===== src/rtl/mips_mc_pkg.sv =====
// Shared constants and types for the multicycle MIPS control FSM.
// The optional illegal-opcode trap is enabled by defining MIPS_MC_ILLEGAL_TRAP_EN.
package mips_mc_pkg;

  localparam int unsigned STATE_W = 4;
  localparam int unsigned CNT_W   = 32;

  // State encodings
  localparam logic [STATE_W-1:0] FETCH   = STATE_W'(0);
  localparam logic [STATE_W-1:0] DECODE  = STATE_W'(1);
  localparam logic [STATE_W-1:0] MEMADR  = STATE_W'(2);
  localparam logic [STATE_W-1:0] MEMRD   = STATE_W'(3);
  localparam logic [STATE_W-1:0] MEMWB   = STATE_W'(4);
  localparam logic [STATE_W-1:0] MEMWR   = STATE_W'(5);
  localparam logic [STATE_W-1:0] EXECUTE = STATE_W'(6);
  localparam logic [STATE_W-1:0] ALUWB   = STATE_W'(7);
  localparam logic [STATE_W-1:0] BRANCH  = STATE_W'(8);
  localparam logic [STATE_W-1:0] ADDIEX  = STATE_W'(9);
  localparam logic [STATE_W-1:0] ADDIWB  = STATE_W'(10);
  localparam logic [STATE_W-1:0] JUMP    = STATE_W'(11);
  localparam logic [STATE_W-1:0] TRAP    = STATE_W'(12);

  // Opcodes (IR[31:26])
  localparam logic [5:0] OP_RTYPE = 6'b000000;
  localparam logic [5:0] OP_LW    = 6'b100011;
  localparam logic [5:0] OP_SW    = 6'b101011;
  localparam logic [5:0] OP_ADDI  = 6'b001000;
  localparam logic [5:0] OP_BEQ   = 6'b000100;
  localparam logic [5:0] OP_J     = 6'b000010;

  // ALU operation select
  localparam logic [1:0] ALU_ADD   = 2'b00;
  localparam logic [1:0] ALU_SUB   = 2'b01;
  localparam logic [1:0] ALU_FUNCT = 2'b10;

  // ALU B operand select
  localparam logic [1:0] SRCB_REG     = 2'b00;
  localparam logic [1:0] SRCB_FOUR    = 2'b01;
  localparam logic [1:0] SRCB_IMM     = 2'b10;
  localparam logic [1:0] SRCB_IMM_SH2 = 2'b11;

  // PC source select
  localparam logic [1:0] PCSRC_ALU    = 2'b00;
  localparam logic [1:0] PCSRC_ALUOUT = 2'b01;
  localparam logic [1:0] PCSRC_JUMP   = 2'b10;

  // Raw per-state control vector, before ready gating and reset forcing
  typedef struct packed {
    logic       mem_req;
    logic       mem_w;
    logic       iord;
    logic       ir_write;
    logic       pc_write;
    logic       branch;
    logic       reg_w;
    logic       reg_dest;
    logic       mem_to_reg;
    logic       alu_src_a;
    logic [1:0] alu_src_b;
    logic [1:0] alu_op;
    logic [1:0] pc_src;
  } ctrl_t;

endpackage


===== src/rtl/mips_mc_ctrl_if.sv =====
// Controller <-> datapath/memory signal bundle.
// illegal_op exists only when MIPS_MC_ILLEGAL_TRAP_EN is defined.
interface mips_mc_ctrl_if;
  import mips_mc_pkg::*;

  logic [5:0]         op_code;
  logic               zero;
  logic               mem_ready;
  logic               mem_req;
  logic               mem_w;
  logic               iord;
  logic               ir_write;
  logic               pc_write;
  logic               branch;
  logic               pc_en;
  logic               reg_w;
  logic               reg_dest;
  logic               mem_to_reg;
  logic               alu_src_a;
  logic [1:0]         alu_src_b;
  logic [1:0]         alu_op;
  logic [1:0]         pc_src;
  logic [STATE_W-1:0] state;
`ifdef MIPS_MC_ILLEGAL_TRAP_EN
  logic               illegal_op;
`endif

  // Controller side
  modport master (
    input  op_code, zero, mem_ready,
    output mem_req, mem_w, iord, ir_write, pc_write, branch, pc_en,
           reg_w, reg_dest, mem_to_reg, alu_src_a, alu_src_b, alu_op,
           pc_src, state
`ifdef MIPS_MC_ILLEGAL_TRAP_EN
    , output illegal_op
`endif
  );

  // Datapath / memory side
  modport slave (
    output op_code, zero, mem_ready,
    input  mem_req, mem_w, iord, ir_write, pc_write, branch, pc_en,
           reg_w, reg_dest, mem_to_reg, alu_src_a, alu_src_b, alu_op,
           pc_src, state
`ifdef MIPS_MC_ILLEGAL_TRAP_EN
    , input illegal_op
`endif
  );

endinterface


===== src/rtl/mips_mc_out_dec.sv =====
// Moore output decoder: state -> raw control vector.
module mips_mc_out_dec
  import mips_mc_pkg::*;
(
  input  logic [STATE_W-1:0] state,
  output ctrl_t              ctrl
);

  // Per-state control assertions; anything not listed stays 0
  always_comb begin
    ctrl = '0;
    case (state)
      FETCH: begin
        ctrl.mem_req   = 1'b1;
        ctrl.ir_write  = 1'b1;
        ctrl.pc_write  = 1'b1;
        ctrl.alu_src_b = SRCB_FOUR;
        ctrl.alu_op    = ALU_ADD;
        ctrl.pc_src    = PCSRC_ALU;
      end
      DECODE: begin
        ctrl.alu_src_b = SRCB_IMM_SH2;
        ctrl.alu_op    = ALU_ADD;
      end
      MEMADR, ADDIEX: begin
        ctrl.alu_src_a = 1'b1;
        ctrl.alu_src_b = SRCB_IMM;
        ctrl.alu_op    = ALU_ADD;
      end
      MEMRD: begin
        ctrl.mem_req = 1'b1;
        ctrl.iord    = 1'b1;
      end
      MEMWB: begin
        ctrl.reg_w      = 1'b1;
        ctrl.mem_to_reg = 1'b1;
      end
      MEMWR: begin
        ctrl.mem_req = 1'b1;
        ctrl.mem_w   = 1'b1;
        ctrl.iord    = 1'b1;
      end
      EXECUTE: begin
        ctrl.alu_src_a = 1'b1;
        ctrl.alu_src_b = SRCB_REG;
        ctrl.alu_op    = ALU_FUNCT;
      end
      ALUWB: begin
        ctrl.reg_w    = 1'b1;
        ctrl.reg_dest = 1'b1;
      end
      ADDIWB: begin
        ctrl.reg_w = 1'b1;
      end
      BRANCH: begin
        ctrl.alu_src_a = 1'b1;
        ctrl.alu_src_b = SRCB_REG;
        ctrl.alu_op    = ALU_SUB;
        ctrl.pc_src    = PCSRC_ALUOUT;
        ctrl.branch    = 1'b1;
      end
      JUMP: begin
        ctrl.pc_write = 1'b1;
        ctrl.pc_src   = PCSRC_JUMP;
      end
      default: ctrl = '0;
    endcase
  end

endmodule


===== src/rtl/mips_mc_ctrl.sv =====
// Multicycle MIPS control FSM with memory-ready stalls.
// Define MIPS_MC_ILLEGAL_TRAP_EN to trap unknown opcodes in TRAP with illegal_op.
module mips_mc_ctrl
  import mips_mc_pkg::*;
(
  input  logic          clk,
  input  logic          rst,
  mips_mc_ctrl_if.master bus
);

  logic [STATE_W-1:0] state_q;
  logic [STATE_W-1:0] state_d;
  ctrl_t              dec_c;
  logic               fetch_gate_c;
  logic               ir_write_c;
  logic               pc_write_c;

  // State register
  always_ff @(posedge clk or posedge rst) begin
    if (rst) state_q <= FETCH;
    else     state_q <= state_d;
  end

  // Next-state logic
  always_comb begin
    state_d = FETCH;
    case (state_q)
      FETCH:   state_d = bus.mem_ready ? DECODE : FETCH;
      DECODE: begin
        case (bus.op_code)
          OP_LW, OP_SW: state_d = MEMADR;
          OP_RTYPE:     state_d = EXECUTE;
          OP_ADDI:      state_d = ADDIEX;
          OP_BEQ:       state_d = BRANCH;
          OP_J:         state_d = JUMP;
`ifdef MIPS_MC_ILLEGAL_TRAP_EN
          default:      state_d = TRAP;
`else
          default:      state_d = FETCH;
`endif
        endcase
      end
      MEMADR:  state_d = (bus.op_code == OP_SW) ? MEMWR : MEMRD;
      MEMRD:   state_d = bus.mem_ready ? MEMWB : MEMRD;
      MEMWR:   state_d = bus.mem_ready ? FETCH : MEMWR;
      EXECUTE: state_d = ALUWB;
      ADDIEX:  state_d = ADDIWB;
`ifdef MIPS_MC_ILLEGAL_TRAP_EN
      TRAP:    state_d = TRAP;
`endif
      default: state_d = FETCH;
    endcase
  end

  mips_mc_out_dec u_out_dec (
    .state (state_q),
    .ctrl  (dec_c)
  );

  // IR/PC loads in FETCH complete only with the memory handshake
  assign fetch_gate_c = (state_q != FETCH) | bus.mem_ready;
  assign ir_write_c   = dec_c.ir_write & fetch_gate_c & ~rst;
  assign pc_write_c   = dec_c.pc_write & fetch_gate_c & ~rst;

  // Strobes forced low during reset; selects follow the decoded state
  assign bus.mem_req    = dec_c.mem_req & ~rst;
  assign bus.mem_w      = dec_c.mem_w & ~rst;
  assign bus.ir_write   = ir_write_c;
  assign bus.pc_write   = pc_write_c;
  assign bus.branch     = dec_c.branch & ~rst;
  assign bus.pc_en      = pc_write_c | (dec_c.branch & bus.zero & ~rst);
  assign bus.reg_w      = dec_c.reg_w & ~rst;
  assign bus.iord       = dec_c.iord;
  assign bus.reg_dest   = dec_c.reg_dest;
  assign bus.mem_to_reg = dec_c.mem_to_reg;
  assign bus.alu_src_a  = dec_c.alu_src_a;
  assign bus.alu_src_b  = dec_c.alu_src_b;
  assign bus.alu_op     = dec_c.alu_op;
  assign bus.pc_src     = dec_c.pc_src;
  assign bus.state      = state_q;
`ifdef MIPS_MC_ILLEGAL_TRAP_EN
  assign bus.illegal_op = (state_q == TRAP);
`endif

endmodule


===== src/flat_wrapper.sv =====
// flat-port wrapper written by rule: the top's interface ports become plain ports
module mips_mc_ctrl_flat import mips_mc_pkg::*;
  (clk, rst, bus_op_code, bus_zero, bus_mem_ready, bus_mem_req, bus_mem_w, bus_iord, bus_ir_write, bus_pc_write, bus_branch, bus_pc_en, bus_reg_w, bus_reg_dest, bus_mem_to_reg, bus_alu_src_a, bus_alu_src_b, bus_alu_op, bus_pc_src, bus_state);
  mips_mc_ctrl_if bus_i ();
  input  logic clk;
  input  logic rst;
  input wire logic [$bits(bus_i.op_code)-1:0] bus_op_code;
  input wire logic [$bits(bus_i.zero)-1:0] bus_zero;
  input wire logic [$bits(bus_i.mem_ready)-1:0] bus_mem_ready;
  output wire logic [$bits(bus_i.mem_req)-1:0] bus_mem_req;
  output wire logic [$bits(bus_i.mem_w)-1:0] bus_mem_w;
  output wire logic [$bits(bus_i.iord)-1:0] bus_iord;
  output wire logic [$bits(bus_i.ir_write)-1:0] bus_ir_write;
  output wire logic [$bits(bus_i.pc_write)-1:0] bus_pc_write;
  output wire logic [$bits(bus_i.branch)-1:0] bus_branch;
  output wire logic [$bits(bus_i.pc_en)-1:0] bus_pc_en;
  output wire logic [$bits(bus_i.reg_w)-1:0] bus_reg_w;
  output wire logic [$bits(bus_i.reg_dest)-1:0] bus_reg_dest;
  output wire logic [$bits(bus_i.mem_to_reg)-1:0] bus_mem_to_reg;
  output wire logic [$bits(bus_i.alu_src_a)-1:0] bus_alu_src_a;
  output wire logic [$bits(bus_i.alu_src_b)-1:0] bus_alu_src_b;
  output wire logic [$bits(bus_i.alu_op)-1:0] bus_alu_op;
  output wire logic [$bits(bus_i.pc_src)-1:0] bus_pc_src;
  output wire logic [$bits(bus_i.state)-1:0] bus_state;
  assign bus_i.op_code = bus_op_code;
  assign bus_i.zero = bus_zero;
  assign bus_i.mem_ready = bus_mem_ready;
  assign bus_mem_req = bus_i.mem_req;
  assign bus_mem_w = bus_i.mem_w;
  assign bus_iord = bus_i.iord;
  assign bus_ir_write = bus_i.ir_write;
  assign bus_pc_write = bus_i.pc_write;
  assign bus_branch = bus_i.branch;
  assign bus_pc_en = bus_i.pc_en;
  assign bus_reg_w = bus_i.reg_w;
  assign bus_reg_dest = bus_i.reg_dest;
  assign bus_mem_to_reg = bus_i.mem_to_reg;
  assign bus_alu_src_a = bus_i.alu_src_a;
  assign bus_alu_src_b = bus_i.alu_src_b;
  assign bus_alu_op = bus_i.alu_op;
  assign bus_pc_src = bus_i.pc_src;
  assign bus_state = bus_i.state;
  mips_mc_ctrl u_core (.clk(clk), .rst(rst), .bus(bus_i));
endmodule

===== config.mk =====
export PLATFORM = sky130hd
export DESIGN_NAME = mips_mc_ctrl_flat
export DESIGN_NICKNAME = d
export VERILOG_FILES = /design/src/rtl/mips_mc_pkg.sv /design/src/rtl/mips_mc_ctrl_if.sv /design/src/rtl/mips_mc_out_dec.sv /design/src/rtl/mips_mc_ctrl.sv /design/src/flat_wrapper.sv
export SDC_FILE = /design/constraint.sdc
export NUM_CORES = 1
export LEC_CHECK = 0
export ABC_AREA = 1
export CAP_MARGIN = 5
export CELL_PAD_IN_SITES_DETAIL_PLACEMENT = 1
export CELL_PAD_IN_SITES_GLOBAL_PLACEMENT = 2
export CORE_MARGIN = 3
export CORE_UTILIZATION = 25
export DETAILED_ROUTE_END_ITERATION = 7
export DONT_BUFFER_PORTS = 1
export PLACE_DENSITY_LB_ADDON = 0.1
export SLEW_MARGIN = 20
export SYNTH_ARGS = -nofsm -noshare
export SYNTH_HDL_FRONTEND = slang
export SYNTH_SLANG_ARGS = --single-unit

===== constraint.sdc =====
create_clock -name clk -period 1.1 [get_ports clk]
set_input_delay 0.22 -clock clk [delete_from_list [all_inputs] [get_ports clk]]
set_output_delay 0.22 -clock clk [all_outputs]
set_load 0.02 [all_outputs]

==> impl_metrics.ini, run 1 <==
[setup_path]
crit_chain = buf_6 > inv_2 > nand2_2 > buf_6 > a21oi_4
startpoint_type = register
end_kind = primary output
cp.required_ns = 0.88
crit_fanout = 5
slowest_delay_ns = 0.47
crit_type = reg -> out
cp_top_family = flip-flops
cp.buffers_inverters = 3
path_common_cell = buf_6
critical_path.slowest_cell = dfrtp_2
cp.arrival_ns = 1.34

[power]
peakVddDrop_mv = 1.04
cellLeakagePower_uw = 0.000599
p_per_area_nw_per_um2 = 2400

[final_layout]
antenna_cells = 0
instances_no_fill = 164
fin_nets = 151
layout-drive-gt1-share = 0.655
utilization = 0.606
largest_register_ffs = 4
syn_to_final_growth_pct = 119
final_area_um2 = 1090

[drt]
firstDrtPassIters = 2
wl_met1_mm = 1.17
postRouteAntennaNets = 0
wire_per_inst_um = 17.0
via_per_inst = 4.82
detail_route.iter0.violations = 1
drc_errors = 0
wirelength_mm = 2.79
top_layer = met4
vias = 791
dr_wl_met2_mm = 1.46
wl_met3_um = 102

[floorplanning]
pin_count = 31
die_w_um = 50.7
initial_core_util = 0.277
dieArea_um2 = 2570
coreArea_um2 = 1800
placementRows = 15
die_y_um = 50.7

[clock_tree]
clkTransAtPathRegs_ns = 0.04
clockBufferDepth = 2
h-tree-depth = 1
cts_root_buf = clkbuf_4
cts_sinks = 4
insertion_delay_ns = 0.25
cts_tree = built
cts_made_buffers = 3

[grt]
grt_max_degree = 6
grt_use_total = 0.217
antenna_found_initial = 0
grt_pass1_wl_mm = 4.11
grt-ovfl-total = 0
grt_pass1_vias = 893

[placement]
io_buffers = 0
placed_area_um2 = 788
place_inst = 147
hpwl_mm = 1.65
place.gp.congestion = 0.774

[yosys]
ys_seq_elements = 4
syn_area_um2 = 499
synth.distinct_cells = 11
avgSynthCellArea_um2 = 5.04
synth_cells = 99
syn_nets = 109
ys_seq_area_frac = 0.201
yosysWarnings = 0

[sta]
fin_skew_ns = 0.00511
setup_viol = 25
rsz0062_at_grt = yes
fin_crit_ns = 1.56
drv_slew = 0
fin_crit_sh = 1.42
timing.final.ws_setup_ns = -0.463
worstMarginPinSlew_ns = 0.326
fmax_mhz = 640
slew_headroom = 0.782
hold_viol_final = 0

[worst_hold_path]
hp-class = in -> reg

[outcome]
violations = setup timing
status = complete, but fails checks

[flow_run]
cap_violations = 0
## path summary, 6_finish.rpt
path / start / endpoint / slack (ns) / depth (start not counted)
min in group asynchronous: rst / u_core.bus.state[0] / 0.48 / 3
worst min-delay path: bus_op_code[0] / u_core.bus.state[2] / 0.21 / 3
max in group asynchronous: rst / u_core.bus.state[2] / 0.42 / 3
worst max register to register: u_core.bus.state[3] / u_core.bus.state[1] / -0.23 / 7
worst min register to register: u_core.bus.state[2] / u_core.bus.state[3] / 0.88 / 6
worst max-delay path: u_core.bus.state[1] / bus_alu_src_b[1] / -0.46 / 5
## where the power goes
group / internal (uW) / leakage, uW / total (uW) / switching (uW)
combinational: 947 / 0.000538 / 2100 / 1150
clock: 123 / 0.0000138 / 202 / 78.9
sequential: 203 / 0.0000477 / 320 / 117
total: 1270 / 0.000599 / 2620 / 1350
## cells by family after synthesis
| logic type | after synthesis | synth area share |
|---|---|---|
| AOI/OAI and AO/OA | 6 | 0.0602 |
| buffers and inverters | 21 | 0.158 |
| DFF | 4 | 0.201 |
| and+or+nand+nor | 68 | 0.581 |
## per-layer routing
metal / up-vias / GRT usage
met3: 4 / 0.0504
met5: - / 0
met4: 0 / 0.139
met2: 22 / 0.400
met1: 374 / 0.215
li1: 391 / -
## layout by cell type (no fill, tap or decap), drive strengths merged
| cell | instances |
|---|---|
| buf | 36 |
| o21ai | 4 |
| clkinv | 1 |
| a21oi | 2 |
| nand3 | 9 |
| nand2 | 30 |
| clkbuf | 3 |
| dfrtp | 4 |
| nor3 | 1 |
| dlygate4sd3 | 1 |
| nand4 | 4 |
| nor2 | 24 |
| inv | 20 |
## synthesized netlist by cell type (all sizes together)
| cell type | n | share of area |
|---|---|---|
| a21oi | 2 | 0.020 |
| inv | 21 | 0.16 |
| nor2 | 24 | 0.19 |
| nand2 | 30 | 0.23 |
| nand3 | 9 | 0.090 |
| dfrtp | 4 | 0.20 |
| nor3 | 1 | 0.020 |
| o21ai | 4 | 0.040 |
| nand4 | 4 | 0.050 |
## worst reg2reg max path, cell delays in order, from the launching register on
cell     delay [ns]
dfrtp_2        0.47
buf_6          0.16
nand2_8        0.09
inv_2          0.05
nand2_1        0.16
nand2_1        0.09
nor2_1         0.11
nand3_1        0.09
## area by class of cell
class | instances | area (um^2)
clock buffers | 3 | 22.5
fillers | 242 | 709
inverters | 21 | 96.3
multi-input cells | 74 | 503
flip-flops and latches | 4 | 105
well taps | 25 | 31.3
repair buffers | 37 | 334
## timing repair
| action | 4_1_cts | 5_1_grt |
|---|---|---|
| setup endpoints to repair | 21 | 24 |
| endpoints found under the hold margin | 4 | 0 |
| pin swaps | 15 | 16 |
| setup buffers | 7 | 7 |
| gates resized for setup | 36 | 12 |
| hold buffers | 1 | 0 |
## through the flow
stage | hold WS [ns] | setup TNS [ns] | total power, uW | setup slack [ns]
4_1_cts | 0.192 | -6.95 | 2310 | -0.418
6_report | 0.215 | -7.84 | 2620 | -0.463
5_1_grt | 0.232 | -8.97 | 2750 | -0.507
3_3_place_gp | 0.101 | -2.38 | 1620 | -0.229
3_5_place_dp | 0.106 | -2.78 | 1650 | -0.270
2_1_floorplan | 0.0259 | -2.08 | 1120 | -0.335
(Power assumes the default switching activity.)
==> run 2: changes to the inputs <==
CORE_ASPECT_RATIO = 2   (was not set)
CORE_UTILIZATION = 15   (was 25)
DONT_BUFFER_PORTS = not set   (was 1)
==> impl_metrics.ini, run 2 (same netlist as run 1, synthesis figures left out) <==
[setup_path]
slowest_delay_ns = 0.45
end_kind = primary output
startpoint_type = register
critical_path.slowest_cell = dfrtp_2
cp.required_ns = 0.88
crit_fanout = 4
crit_type = reg -> out
worst_r2r_path_depth = 9
cp.arrival_ns = 1.34
crit_chain = nor2_4 > nand4_1 > buf_4 > nand3_2 > buf_6

[drt]
wirelength_mm = 2.58
vias = 902
drc_errors = 0
via_per_inst = 4.51
detail_route.iter0.violations = 2
wire_per_inst_um = 12.9
postRouteAntennaNets = 0
firstDrtPassIters = 4

[clock_tree]
cts_tree = built
cts_root_buf = clkbuf_8
clockBufferDepth = 2
h-tree-depth = 1
insertion_delay_ns = 0.22
cts_sinks = 4
clkTransAtPathRegs_ns = 0.03
cts_made_buffers = 3

[final_layout]
largest_register_ffs = 4
utilization = 0.432
mostFrequentLayoutCells = buf_4, buf_6, nand2_1, nor2_1, inv_2
final_area_um2 = 1380
layout-drive-gt1-share = 0.669
final_common_cell = buf_4
antenna_cells = 0
syn_to_final_growth_pct = 176
fin_nets = 181

[grt]
grt_pass1_vias = 977
grt_max_degree = 7
grt_use_total = 0.145
antenna_found_initial = 0
grt_pass1_wl_mm = 4.20
grt-ovfl-total = 0

[outcome]
violations = setup timing
status = complete, but fails checks

[floorplanning]
die_w_um = 46.8
coreArea_um2 = 3190
die_y_um = 87.6
pin_count = 31
initial_core_util = 0.156
dieArea_um2 = 4100
placementRows = 29

[power]
p_per_area_nw_per_um2 = 2180
peakVddDrop_mv = 1.09
cellLeakagePower_uw = 0.000765

[sta]
drv_slew = 0
fin_crit_ns = 1.56
hold_viol_final = 0
rsz0062_at_grt = yes
slew_headroom = 0.811
fin_crit_sh = 1.42
fin_skew_ns = 0.00161
timing.final.ws_setup_ns = -0.458
fmax_mhz = 642
worstMarginPinSlew_ns = 0.283
setup_viol = 25

[worst_hold_path]
hp-class = in -> async

[placement]
hpwl_mm = 2.09
io_buffers = 30
placed_area_um2 = 1150
place.gp.congestion = 0.749
pre_cts_ws_ns = -0.815

[flow_run]
cap_violations = 0
run 2: changes by cell type in the layout (fill, tap and decap cells not counted), moves of 3 or more:
cell	delta
clkbuf_4	-3
buf_4	+8
nand2_4	+4
buf_6	+14
clkdlybuf4s50_1	+9
clkbuf_8	+3
run 2: through the flow:
stage,instances,power [uW],setup TNS [ns],hold WS (ns)
finish,200,3000,-8.23,0.330
global placement,190,2160,-13.32,0.565
detailed placement,190,2160,-13.38,0.554
floorplan,99,1120,-2.08,0.0259
global route,200,3200,-9.45,0.380
CTS,200,2970,-7.72,0.334
run 2: final timing paths:
check,startpoint,to,slack (ns)
max in group asynchronous,rst,u_core.bus.state[1],0.64
setup reg to reg,u_core.bus.state[0],u_core.bus.state[2],-0.32
min in group clk,u_core.bus.state[2],u_core.bus.state[0],0.71
setup / recovery,u_core.bus.state[0],bus_pc_en,-0.46
hold / removal,rst,u_core.bus.state[0],0.33
hold reg to reg,u_core.bus.state[2],u_core.bus.state[0],0.71
run 2: where the power goes:
group	leakage [uW]	switching, uW	total (uW)	internal (uW)
registers	0.0000477	115	319	204
clock network	0.0000216	74.0	307	233
logic	0.000696	1150	2380	1220
total	0.000765	1340	3000	1660
run 2: layout make-up:
cell class,count,area (um^2)
Fill cell,416,1810
Timing Repair Buffer,67,617
Multi-Input combinational cell,74,492
Sequential cell,4,105
Inverter,21,86.3
Clock buffer,3,41.3
Tap cell,31,38.8
run 2: timing repair:
item                                    in CTS  in global routing
endpoints found under the setup margin      25                 25
hold buffers                                 0                  0
pin swaps                                   15                  1
gates resized for setup                    158                  5
setup buffers                                7                  1
run 2: per-layer routing:
| metal | part of all wire | GRT usage | up-vias | wire length [um] |
|---|---|---|---|---|
| met5 | 0 | 0 | - | 0 |
| met4 | 0.049 | 0.0882 | 0 | 127 |
| met3 | 0.035 | 0.0206 | 9 | 91 |
| met2 | 0.64 | 0.294 | 27 | 1650 |
| met1 | 0.28 | 0.112 | 421 | 713 |
| li1 | - | - | 445 | - |
run 2: worst max-delay path, delay by kind of cell, from the launching register on:
family / cells / cell delay, ns
and+or+nand+nor: 3 / 0.39
DFF: 1 / 0.45
buffers and inverters: 2 / 0.29
==> run 3: changes to the inputs <==
SLEW_MARGIN = not set   (was 20)
==> results of run 3 <==
Same layout as run 2: the final DEF is identical, and so are final timing and power.
